[src/rtl/mul_16bit_wallace.sv]
// rtl/mul_16bit_wallace.sv - signed 16x16->32 radix-4 Booth / Wallace-tree multiplier
// MUL_WALLACE_PIPE_EN: defined -> 3-stage pipeline (LAT=3); undefined -> output stage only (LAT=1).
module mul_16bit_wallace #(
  parameter int DATA_WIDTH = 16,
  parameter int RES_WIDTH  = 32
) (
  input  logic                  i_clk,
  input  logic                  i_rst_n,
  input  logic [DATA_WIDTH-1:0] i_num_x,
  input  logic [DATA_WIDTH-1:0] i_num_y,
  output logic                  o_end,
  output logic [RES_WIDTH-1:0]  o_res,
  output logic                  o_cry
);

`ifdef MUL_WALLACE_PIPE_EN
  localparam int LAT = 3;
`else
  localparam int LAT = 1;
`endif

  // Sum over all rows of -2^(16+2j): replaces every row's sign extension.
  localparam logic [31:0] SIGN_COMP = 32'hAAAB_0000;

  logic [16:0]       x1;
  logic [16:0]       x2;
  logic [16:0]       y_ext;
  logic [2:0]        grp;
  logic              one;
  logic              two;
  logic [16:0]       mag;
  logic [16:0]       row;
  logic [7:0][16:0]  pp_d;
  logic [7:0]        neg_d;
  logic [7:0][16:0]  pp_s;
  logic [7:0]        neg_s;
  logic [8:0][31:0]  rows;
  logic [31:0]       a0, a1, a2, a3, a4, a5;
  logic [31:0]       b0, b1, b2, b3;
  logic [31:0]       c0, c1;
  logic [31:0]       tsum_d, tcy_d;
  logic [31:0]       tsum_s, tcy_s;
  logic [31:0]       res_d;
  logic              ovf_d;
  logic [31:0]       res_q;
  logic              ovf_q;
  logic [LAT-1:0]    vld_d;
  logic [LAT-1:0]    vld_q;

  assign x1    = {i_num_x[15], i_num_x};
  assign x2    = {i_num_x, 1'b0};
  assign y_ext = {i_num_y, 1'b0};

  // Booth digit from {y[2j+1], y[2j], y[2j-1]}; negative digits emit ~mag and a +1 in the tree.
  always_comb begin
    pp_d  = '0;
    neg_d = '0;
    grp   = '0;
    one   = 1'b0;
    two   = 1'b0;
    mag   = '0;
    row   = '0;
    for (int j = 0; j < 8; j++) begin
      grp      = y_ext[2*j +: 3];
      neg_d[j] = grp[2] & ~(grp[1] & grp[0]);
      one      = grp[1] ^ grp[0];
      two      = (grp == 3'b100) | (grp == 3'b011);
      mag      = one ? x1 : (two ? x2 : 17'd0);
      row      = neg_d[j] ? ~mag : mag;
      pp_d[j]  = {~row[16], row[15:0]};
    end
  end

  always_comb begin
    rows    = '0;
    rows[8] = SIGN_COMP;
    for (int j = 0; j < 8; j++) begin
      rows[j]        = {15'd0, pp_s[j]} << (2 * j);
      rows[8][2 * j] = neg_s[j];
    end
  end

  function automatic logic [63:0] csa(input logic [31:0] a, input logic [31:0] b,
                                      input logic [31:0] c);
    logic [31:0] s;
    logic [31:0] cy;
    s  = a ^ b ^ c;
    cy = ((a & b) | (a & c) | (b & c)) << 1;
    return {cy, s};
  endfunction

  // 9 rows -> 6 -> 4 -> 3 -> 2 through carry-save layers.
  assign {a1, a0}       = csa(rows[0], rows[1], rows[2]);
  assign {a3, a2}       = csa(rows[3], rows[4], rows[5]);
  assign {a5, a4}       = csa(rows[6], rows[7], rows[8]);
  assign {b1, b0}       = csa(a0, a1, a2);
  assign {b3, b2}       = csa(a3, a4, a5);
  assign {c1, c0}       = csa(b0, b1, b2);
  assign {tcy_d, tsum_d} = csa(c0, c1, b3);

  assign res_d = tsum_s + tcy_s;
  assign ovf_d = ~((&res_d[31:15]) | ~(|res_d[31:15]));

`ifdef MUL_WALLACE_PIPE_EN
  logic [7:0][16:0] pp_q;
  logic [7:0]       neg_q;
  logic [31:0]      tsum_q;
  logic [31:0]      tcy_q;

  always_ff @(posedge i_clk or negedge i_rst_n) begin
    if (!i_rst_n) begin
      pp_q   <= '0;
      neg_q  <= '0;
      tsum_q <= '0;
      tcy_q  <= '0;
    end else begin
      pp_q   <= pp_d;
      neg_q  <= neg_d;
      tsum_q <= tsum_d;
      tcy_q  <= tcy_d;
    end
  end

  assign pp_s   = pp_q;
  assign neg_s  = neg_q;
  assign tsum_s = tsum_q;
  assign tcy_s  = tcy_q;
`else
  assign pp_s   = pp_d;
  assign neg_s  = neg_d;
  assign tsum_s = tsum_d;
  assign tcy_s  = tcy_d;
`endif

  always_comb begin
    vld_d    = '0;
    vld_d[0] = 1'b1;
    for (int i = 1; i < LAT; i++) begin
      vld_d[i] = vld_q[i-1];
    end
  end

  always_ff @(posedge i_clk or negedge i_rst_n) begin
    if (!i_rst_n) begin
      res_q <= '0;
      ovf_q <= 1'b0;
      vld_q <= '0;
    end else begin
      res_q <= res_d;
      ovf_q <= ovf_d;
      vld_q <= vld_d;
    end
  end

  assign o_res = res_q;
  assign o_cry = ovf_q;
  assign o_end = vld_q[LAT-1];

endmodule

[config.mk]
export PLATFORM = sky130hd
export DESIGN_NAME = mul_16bit_wallace
export DESIGN_NICKNAME = d
export VERILOG_FILES = /design/src/rtl/mul_16bit_wallace.sv
export SDC_FILE = /design/constraint.sdc
export NUM_CORES = 1
export LEC_CHECK = 0
export ABC_AREA = 1
export CORE_AREA = 8 8 131 133
export CTS_BUF_LIST = sky130_fd_sc_hd__clkbuf_4
export DETAILED_ROUTE_END_ITERATION = 7
export DIE_AREA = 0 0 139 141
export DONT_BUFFER_PORTS = 1
export GPL_TIMING_DRIVEN = 0
export PLACE_DENSITY = 0.77
export REMOVE_ABC_BUFFERS = 1
export SETUP_SLACK_MARGIN = 0.5
export SYNTH_ARGS = -nofsm -noshare
export SYNTH_HDL_FRONTEND = slang
export SYNTH_SLANG_ARGS = --single-unit
[constraint.sdc]
create_clock -name i_clk -period 0.8 [get_ports i_clk]
set_input_delay 0.2 -clock i_clk [delete_from_list [all_inputs] [get_ports i_clk]]
set_output_delay 0.2 -clock i_clk [all_outputs]
set_load 0.03 [all_outputs]
# Word level (Yosys, flattened, before mapping)

Index checks and enable logic that the tools add are counted.

Register bits: 34
Input port bits: 34
Output and inout port bits: 34
Word-level logic and storage cells: 148

Add/subtract/negate cells: 1
Eq/ne operators: 15
Muxes and demuxes: 24
Bitwise operators: 103
Reduce and logical (&&, ||, !) cells: 2

Operator list:

| kind                                            | count |
|---|---|
| 17-bit two-way mux                              | 24 |
| 31-bit bitwise OR                               | 7 |
| 17-bit NOT                                      | 8 |
| 31-bit bitwise AND                              | 4 |
| 32-bit bitwise XOR                              | 3 |
| 28-bit by 31-bit bitwise AND with 31-bit output | 3 |
| 28-bit by 32-bit bitwise XOR with 32-bit output | 2 |
| 27-bit bitwise OR                               | 2 |
| 32-bit adder                                    | 1 |
| 31-bit by 32-bit bitwise XOR with 32-bit output | 1 |
| 27-bit by 31-bit bitwise AND with 31-bit output | 1 |
| 29-bit by 31-bit bitwise AND with 31-bit output | 1 |
| 31-bit by 30-bit bitwise AND with 31-bit output | 1 |
| 28-bit by 31-bit bitwise OR with 31-bit output  | 1 |
| 29-bit by 31-bit bitwise XOR with 31-bit output | 1 |
| 29-bit by 30-bit bitwise AND with 30-bit output | 1 |
| 27-bit by 28-bit bitwise AND with 28-bit output | 1 |
| 27-bit by 28-bit bitwise XOR with 28-bit output | 1 |
| 21-bit by 27-bit bitwise AND with 27-bit output | 1 |
| 22-bit by 27-bit bitwise AND with 27-bit output | 1 |
| 23-bit by 27-bit bitwise AND with 27-bit output | 1 |
| 25-bit by 27-bit bitwise AND with 27-bit output | 1 |
| 22-bit by 27-bit bitwise OR with 27-bit output  | 1 |
| 25-bit by 27-bit bitwise OR with 27-bit output  | 1 |
| 22 further kinds                                | 76 |

# Logic depth before layout (Yosys ltp)

Gate-level depths: netlist of run 1.

Depth after elaboration: 24
Mapped depth: 32
Gate-level depth less buffers: 31

# Worst setup path before layout of run 1

Ideal clock, no wire load.

Path kind: input-to-reg
From: in i_num_y[1]
To: reg ovf_q, in the netlist o_cry
Library setup time: 0.113 ns
Arrival: 4.863 ns
Data required time: 0.687 ns
Path slack: -4.176 ns
Stages on the path: 29
Path buffers: 2
Path through: inv_1 clkbuf_1 ha_1 a21oi_1 nand2_1 clkbuf_1 nand2_1 xor2_1 fa_1 inv_1 fa_1 fa_1 inv_1 fa_1 ha_1 nand2_1 inv_1 nand2_1 nand2_1 a21oi_1 nand3_1 nand2_2 nand2_1 nor2_1 nand3_1 nor2_1 nand3_1 nand2_1 inv_1

Elaborated cells on any way between the ends: 64
Those cells by class: add/sub: 1; eq/ne: 3; mux: 6; bitwise: 52; reduce/logical: 2

RTL lines:

| element                                                                                      | RTL line | text |
|---|---|---|
| from (decl)                                                                                  | 10       | `input logic [DATA_WIDTH-1:0] i_num_y,` |
| 3-bit equality test / 3-bit by 2-bit equality test with 1-bit output (equally long branches) | 67       | `two = (grp == 3'b100) \| (grp == 3'b011);` |
| 1-bit bitwise OR                                                                             | 67       |  |
| 17-bit two-way mux (2 in series)                                                             | 68       | `mag = one ? x1 : (two ? x2 : 17'd0);` |
| 17-bit NOT                                                                                   | 69       | `row = neg_d[j] ? ~mag : mag;` |
| 17-bit two-way mux                                                                           | 69       |  |
| 17-bit by 19-bit bitwise AND with 19-bit output                                              | 88       | `cy = ((a & b) \| (a & c) \| (b & c)) << 1;` |
| 19-bit by 21-bit bitwise OR with 21-bit output                                               | 88       |  |
| 21-bit bitwise OR                                                                            | 88       |  |
| [7 not listed]                                                                               | --       |  |
| 31-bit bitwise OR (2 in series)                                                              | 88       |  |
| 32-bit adder (*)                                                                             | 101      | `assign res_d = tsum_s + tcy_s;` |
| named net res_d[17]                                                                          | 43       | `logic [31:0] res_d;` |
| 17-bit OR reduction                                                                          | 102      | `assign ovf_d = ~((&res_d[31:15]) \| ~(\|res_d[31:15]));` |
| 1-bit NOT                                                                                    | 102      |  |
| 1-bit bitwise OR (*)                                                                         | 102      |  |
| 1-bit NOT (*)                                                                                | 102      |  |
| named net ovf_d                                                                              | 44       | `logic ovf_d;` |
| to (signal assigned)                                                                         | 150      | `ovf_q <= ovf_d;` |
| to (decl)                                                                                    | 46       | `logic ovf_q;` |

Mark *: on every way through the listed nets, which the timed path passes. The rest lies on a longest branch.

# Worst setup path in the final report of run 1

From: in i_num_y[9]
To: reg ovf_q, in the netlist o_cry

Longest elaborated chain between the ends: 23
Elaborated cells on any way between the ends: 65
Those cells by class: add/sub: 1; eq/ne: 4; mux: 6; bitwise: 52; reduce/logical: 2

Ends and longest elaborated chain:

| element                                                                                                                  | RTL line | text |
|---|---|---|
| 3-bit equality test / 3-bit by 2-bit equality test with 1-bit output (equally long branches)                             | 67       |  |
| 1-bit bitwise OR                                                                                                         | 67       |  |
| 17-bit two-way mux (2 in series)                                                                                         | 68       |  |
| 17-bit NOT                                                                                                               | 69       |  |
| 17-bit two-way mux                                                                                                       | 69       |  |
| 1-bit NOT                                                                                                                | 70       | `pp_d[j] = {~row[16], row[15:0]};` |
| 23-bit by 25-bit bitwise XOR with 25-bit output (tied with other cells)                                                  | 87       | `s = a ^ b ^ c;` |
| 25-bit by 27-bit bitwise XOR with 27-bit output / 25-bit by 27-bit bitwise OR with 27-bit output (equally long branches) | 87, 88   |  |
| [6 not listed]                                                                                                           | --       |  |
| 31-bit bitwise AND                                                                                                       | 88       |  |
| 31-bit bitwise OR (2 in series)                                                                                          | 88       |  |
| 32-bit adder (*)                                                                                                         | 101      |  |
| 17-bit OR reduction                                                                                                      | 102      |  |
| 1-bit NOT                                                                                                                | 102      |  |
| 1-bit bitwise OR (*)                                                                                                     | 102      |  |
| 1-bit NOT (*)                                                                                                            | 102      |  |
| named net ovf_d                                                                                                          | 44       |  |

Marks and branches as above.

==> results of run 1 <==
-- cell usage in the layout, fill, tap and decap left out, drive strengths merged, types with 2 or more instances in the layout --
cell type,netlist,final
nand3,40,40
ha,95,95
fa,85,85
o211ai,6,6
a31oi,9,9
dfrtp,34,34
clkinv,3,5
nor2,60,60
nor3,2,2
clkbuf,52,5
nand4,10,10
nand2,465,466
xnor2,5,5
o21bai,2,2
inv,252,245
a21oi,26,26
and2,4,4
o21ai,133,133
xor2,126,126
clkinvlp,0,7
buf,6,76
-- final timing paths --
| check | from | endpoint | slack, ns | cells after the start |
|---|---|---|---|---|
| max in group asynchronous | i_rst_n | o_res[21]$_DFF_PN0_ | 1.17 | 0 |
| max | i_num_y[9] | o_cry$_DFF_PN0_ | -4.05 | 28 |
| min | i_rst_n | o_res[2]$_DFF_PN0_ | -0.48 | 0 |
| min in group i_clk | i_num_y[1] | o_res[0]$_DFF_PN0_ | -0.06 | 1 |
-- repair_timing --
action,in CTS,in global routing
hold endpoints to repair,35,35
setup endpoints to repair,67,67
buffers inserted,65,11
pin swaps,75,74
gates resized for setup,278,154
gates cloned,1,0
-- logic make-up (layout without fill, tap and decap cells) --
family	Yosys count	in the layout	synth area share
DFF	34	34	0.0910
AOI/OAI and AO/OA	178	178	0.0993
and+or+nand+nor	581	582	0.251
buffers and inverters	313	338	0.126
other	1	2	0.000401
xor gates and xnor gates	131	131	0.123
adders and majority gates	180	180	0.309
-- metal layers --
metal | wire length (um) | GRT usage
met4 | 2140 | 0.158
met1 | 11500 | 0.351
met5 | 0 | 0
met3 | 3460 | 0.0702
met2 | 15000 | 0.523
-- flip-flops by register name (all words and copies together) (netlist names) --
name / cells
o_end: 1
o_res: 32
o_cry: 1
-- cell type report --
cell class / count / share of cell area
diodes: 1 / 0.000214
clock buffers: 5 / 0.00320
clock inverters: 2 / 0.000854
inverters: 255 / 0.0856
multi-input cells: 1072 / 0.748
flip-flops and latches: 34 / 0.0761
well taps: 188 / 0.0201
repair buffers: 76 / 0.0663
-- through the flow --
| step | cells | setup TNS, ns | util | cell area (sq um) | hold WS, ns |
|---|---|---|---|---|---|
| final | 1633 | -105.94 | 0.782 | 11700 | -0.475 |
| after global routing | 1633 | -110.64 | 0.782 | 11700 | -0.482 |
| after CTS | 1621 | -99.74 | 0.738 | 11100 | -0.470 |
| after detailed placement | 1548 | -138.04 | 0.625 | 9360 | -0.0945 |
| after global placement | 1548 | -135.84 | 0.625 | 9360 | -0.0945 |
| after floorplan | 1360 | -113.15 | - | 9120 | -0.0956 |
==> out/qor.csv, run 1 <==
metric,value,unit
Synth-to-Final Area Change,25.4,%
cell family with most CP delay,adder cells,
TritonCTS clock tree,yes,
RSZ-0062 raised after global routing,yes,
CP required,1.04,ns
critical path class,primary input to flop,
"EDFF count, synth",0,
Setup Viol. Count Final,65,
Critical Path AT,5.09,ns
fillcell total,972,
IO Port Bufs,0,
crit end category,flop,
Yosys top cell area share,0.182,
area of the multi-input gates,8760,sq um
max-slew violation count,0,
register area,892,sq um
"Worst Setup Slack, final",-4.05,ns
Core Region,15000,sq um
total track usage,0.305,
Initial Utilization,0.624,
detailed-placement wirelength estimate,19.5,mm
ranking of synthesized cells by area,"fa_1 18%, nand2_1 18%, ha_1 13%, xor2_1 12%, inv_1 10%",
clock root buffer,clkbuf_4,
"Buf+Inv Stages, Crit Path",5,
Initial DRT Pass Iterations,8,
slowest cell on the critical path,fa_2,
drt total wl,32.1,mm
fmax,0.206,GHz
worst slack at placement,-5.34,ns
Synth area leader,fa_1,
via/cell ratio,5.99,
Final Hold Viols,35,
min cycle time layout,4.85,ns
WHS,-0.475,ns
Max Cap Viol,0,
YS warnings,0,
Tcrit/Tclk final,6.07,
routed via count,9785,
"CTS clk-pin slew, worst paths",0.11,ns
H-Tree Level Count,2,
clock sinks,34,
antenna violations before repair,1,
most frequent cells after synthesis,"448 x nand2_1, 249 x inv_1, 133 x o21ai_0, 126 x xor2_1, 95 x ha_1",
most common cell in the synthesized netlist,nand2_1,
cell mode on critical path,nand2_1,
Syn Area/Cell,6.59,sq um
run status,"complete, but fails checks",
vias in the first global route,9452,
HP Class,primary input to async pin,
largest net degree at the start of global routing,35,
GPL Wtd Cong,0.920,
Row Count,45,
first-pass GRT wire length,48.3,mm
Die H,141,um
CP Launch Type,primary input,
share of layout cells above drive strength 1,0.280,
DRT antenna net count,0,
cells after synthesis,1418,
library cells used by synthesis,29,
Yosys reg bits,34,
maximum clock path buffer count,2,
Crit Path Max Fanout,6,
layout net count,1658,
biggest cell delay along the critical path,0.58,ns
routed len/inst,19.6,um
main flop type after synthesis,dfrtp_1,
failing checks,"DRC, hold timing, setup timing",
CTS buffer count,5,
gr ovfl total,0,
sequential share of the synthesized area,0.0910,
die area,19600,sq um
Die W,139,um
Ports,68,
Post-Syn Area,9350,sq um
Iter 0 DRT Violations,1067,
async set-reset flop share out of synthesis,1.00,
# DRC,2,
Power of run 1 is not shown: default switching activity piles up to over one toggle a cycle in this logic, so the estimate is an artifact.
==> run 2: changes to the inputs <==
- ABC_AREA: 1 -> unset
- CORE_AREA: 8 8 131 133 -> 8 8 138 140
- CTS_CLUSTER_DIAMETER: unset -> 150
- DIE_AREA: 0 0 139 141 -> 0 0 146 148
- SLEW_MARGIN: unset -> 20
==> out/qor.csv, run 2 <==
metric,value,unit,change
Yosys top cell area share,0.163,,was 0.182
Final Hold Viols,35,,unchanged
CP Launch Type,primary input,,unchanged
Die H,148,um,was 141 um
YS warnings,0,,unchanged
CP startpoint,i_num_y[1],,was i_num_y[9]
clock root buffer,clkbuf_4,,unchanged
HP Class,primary input to async pin,,unchanged
most frequent cells after synthesis,"193 x a211oi_1, 148 x inv_1, 146 x clkbuf_1, 145 x nor2_1, 139 x a21oi_1",,"was 448 x nand2_1, 249 x inv_1, 133 x o21ai_0, 126 x xor2_1, 95 x ha_1"
Crit Path Max Fanout,26,,was 6
ANT cells,0,,was 1
GPL Wtd Cong,0.914,,was 0.920
Slew @ Worst Pin,0.702,ns,
H-Tree Level Count,2,,unchanged
placed inst area,10200,sq um,was 9360 sq um
"Worst Setup Slack, final",-5.01,ns,was -4.05 ns
total track usage,0.319,,was 0.305
Synth area leader,fa_1,,unchanged
biggest cell delay along the critical path,0.57,ns,was 0.58 ns
"Buf+Inv Stages, Crit Path",4,,was 5
Synth-to-Final Area Change,25.8,%,was 25.4%
"CTS clk-pin slew, worst paths",0.10,ns,was 0.11 ns
largest net degree at the start of global routing,36,,was 35
Post-Syn Area,10400,sq um,was 9350 sq um
Initial DRT Pass Iterations,8,,unchanged
TritonCTS clock tree,yes,,unchanged
Ports,68,,unchanged
clock sinks,34,,unchanged
routed via count,11700,,was 9785
Iter 0 DRT Violations,1480,,was 1067
Row Count,48,,was 45
number of flip-flops in the largest register,32,,unchanged
Max Cap Viol,0,,unchanged
critical path class,primary input to flop,,unchanged
fmax,0.172,GHz,was 0.206 GHz
library cells used by synthesis,61,,was 29
max-slew violation count,0,,unchanged
die area,21600,sq um,was 19600 sq um
Final Util,0.775,,was 0.782
maximum clock path buffer count,2,,unchanged
layout net count,1649,,was 1658
fillcell total,1098,,was 972
Setup Viol. Count Final,66,,was 65
failing checks,"hold timing, setup timing",,"was DRC, hold timing, setup timing"
Crit path depth,24,,was 28
via/cell ratio,7.02,,was 5.99
vias in the first global route,10800,,was 9452
cells after synthesis,1435,,was 1418
Slew HR,0.531,,
CP Cell Sequence,"clkinvlp_4, ha_4, nor2b_4, buf_4, a21oi_2, nor2_1, a211oi_2, fa_1, inv_2, fa_1, inv_2, fa_1, ha_4, ha_4, nand2_2, or4_4, and2_4, o311a_4, xnor2_4, or4_1, nor4_4, nand4bb_1, nor4_2, mux2i_1",,
WHS,-0.477,ns,was -0.475 ns
Critical Path Sink,o_cry$_DFF_PN0_,,unchanged
CTS buffer count,5,,unchanged
detailed-placement wirelength estimate,20.8,mm,was 19.5 mm
sequential share of the synthesized area,0.0816,,was 0.0910
Die W,146,um,was 139 um
gr ovfl total,0,,unchanged
crit end category,flop,,unchanged
IO Port Bufs,0,,unchanged
most frequent cells in the layout,"156 x a211oi_1, 131 x nor2_1, 131 x inv_1, 116 x a21oi_1, 104 x buf_4",,"was 365 x nand2_1, 214 x inv_1, 114 x o21ai_0, 113 x xor2_1, 71 x fa_1"
async set-reset flop share out of synthesis,1.00,,unchanged
first-pass GRT wire length,56.6,mm,was 48.3 mm
Core Region,16900,sq um,was 15000 sq um
main flop type after synthesis,dfrtp_1,,unchanged
routed len/inst,23.6,um,was 19.6 um
ranking of synthesized cells by area,"fa_1 16%, a211oi_1 14%, ha_1 11%, dfrtp_1 8.2%, a21oi_1 6.7%",,"was fa_1 18%, nand2_1 18%, ha_1 13%, xor2_1 12%, inv_1 10%"
Yosys reg bits,34,,unchanged
"most common cell after layout, fill and taps aside",a211oi_1,,was nand2_1
cell family with most CP delay,adder cells,,unchanged
Final Cell Area,13100,sq um,was 11700 sq um
Tcrit/Tclk final,7.26,,was 6.07
# DRC,0,,was 2
drt total wl,39.1,mm,was 32.1 mm
DRT antenna net count,0,,unchanged
run status,"complete, but fails checks",,unchanged
CP required,1.04,ns,about the same
antenna violations before repair,0,,was 1
min cycle time layout,5.81,ns,was 4.85 ns
most common cell in the synthesized netlist,a211oi_1,,was nand2_1
Initial Utilization,0.616,,was 0.624
slowest cell on the critical path,fa_1,,was fa_2
Syn Area/Cell,7.27,sq um,was 6.59 sq um
share of layout cells above drive strength 1,0.282,,was 0.280
"EDFF count, synth",0,,unchanged
RSZ-0062 raised after global routing,yes,,unchanged
Critical Path AT,6.05,ns,was 5.09 ns
## run 2: changes by cell type after synthesis, sizes merged, moves of 9 or more
cell / delta
nand3: -16
a21oi: +113
clkbuf: +94
xor2: -103
xnor2: +58
nand2: -363
buf: +10
nand2b: +9
inv: -103
a311oi: +34
a211oi: +194
nor2: +85
o21ai: -69
## run 2: cells by family (layout without fill, tap and decap cells)
family | after synthesis | in the layout | synth area share
other | 1 | 1 | 0.000360
AND/OR/NAND/NOR | 331 | 331 | 0.139
adder cells (fa/ha/maj) | 180 | 180 | 0.277
multiplexers | 5 | 5 | 0.00504
XOR/XNOR | 86 | 86 | 0.0740
AO/OA/AOI/OAI | 485 | 485 | 0.310
flip-flops | 34 | 34 | 0.0816
buffers and inverters | 313 | 314 | 0.113
## run 2: metrics by stage
step           hold slack [ns]  worst slack [ns]  cells  TNS, ns
3_5_place_dp           -0.0949             -7.58   1505  -179.74
3_3_place_gp           -0.0949             -7.69   1498  -186.99
5_1_grt                 -0.498             -5.14   1661  -126.59
2_1_floorplan          -0.0956             -6.32   1273  -149.98
6_report                -0.477             -5.01   1661  -123.11
4_1_cts                 -0.484             -4.77   1622  -115.09
## run 2: layout make-up
type	instances	area, sq um	share of cell area
Timing Repair Buffer	151	1410	0.107
Sequential cell	34	892	0.0680
Inverter	151	649	0.0495
Tap cell	225	282	0.0215
Multi-Input combinational cell	1088	9790	0.747
Clock buffer	6	45.0	0.00343
Clock inverter	2	8.76	0.000668
Timing Repair inverter	4	37.5	0.00286
## run 2: per-layer routing
layer | global-route usage | up-vias | routed length, um
met1 | 0.378 | 5424 | 13300
met2 | 0.536 | 959 | 18400
met4 | 0.173 | 0 | 2810
li1 | - | 5003 | -
met5 | 0 | - | 0
met3 | 0.0657 | 278 | 4640
## run 2: how the worst min path moves through the flow
stage                     startpoint             endpoint  slack [ns]  cells after the start
after floorplan              i_rst_n      o_cry$_DFF_PN0_        -0.1                      0
after global placement       i_rst_n  o_res[30]$_DFF_PN0_       -0.09                      0
after detailed placement     i_rst_n      o_cry$_DFF_PN0_       -0.09                      0
after CTS                    i_rst_n   o_res[7]$_DFF_PN0_       -0.48                      0
after global routing         i_rst_n   o_res[7]$_DFF_PN0_       -0.50                      0
final                        i_rst_n      o_cry$_DFF_PN0_       -0.48                      0
## run 2: timing repair
item	in CTS	in global routing
resized for setup	270	73
hold endpoints to repair	35	35
setup buffers	107	37
gates cloned	2	2
pin swaps	76	39
setup endpoints to repair	67	67
Power of run 2 is left out for the same reason.
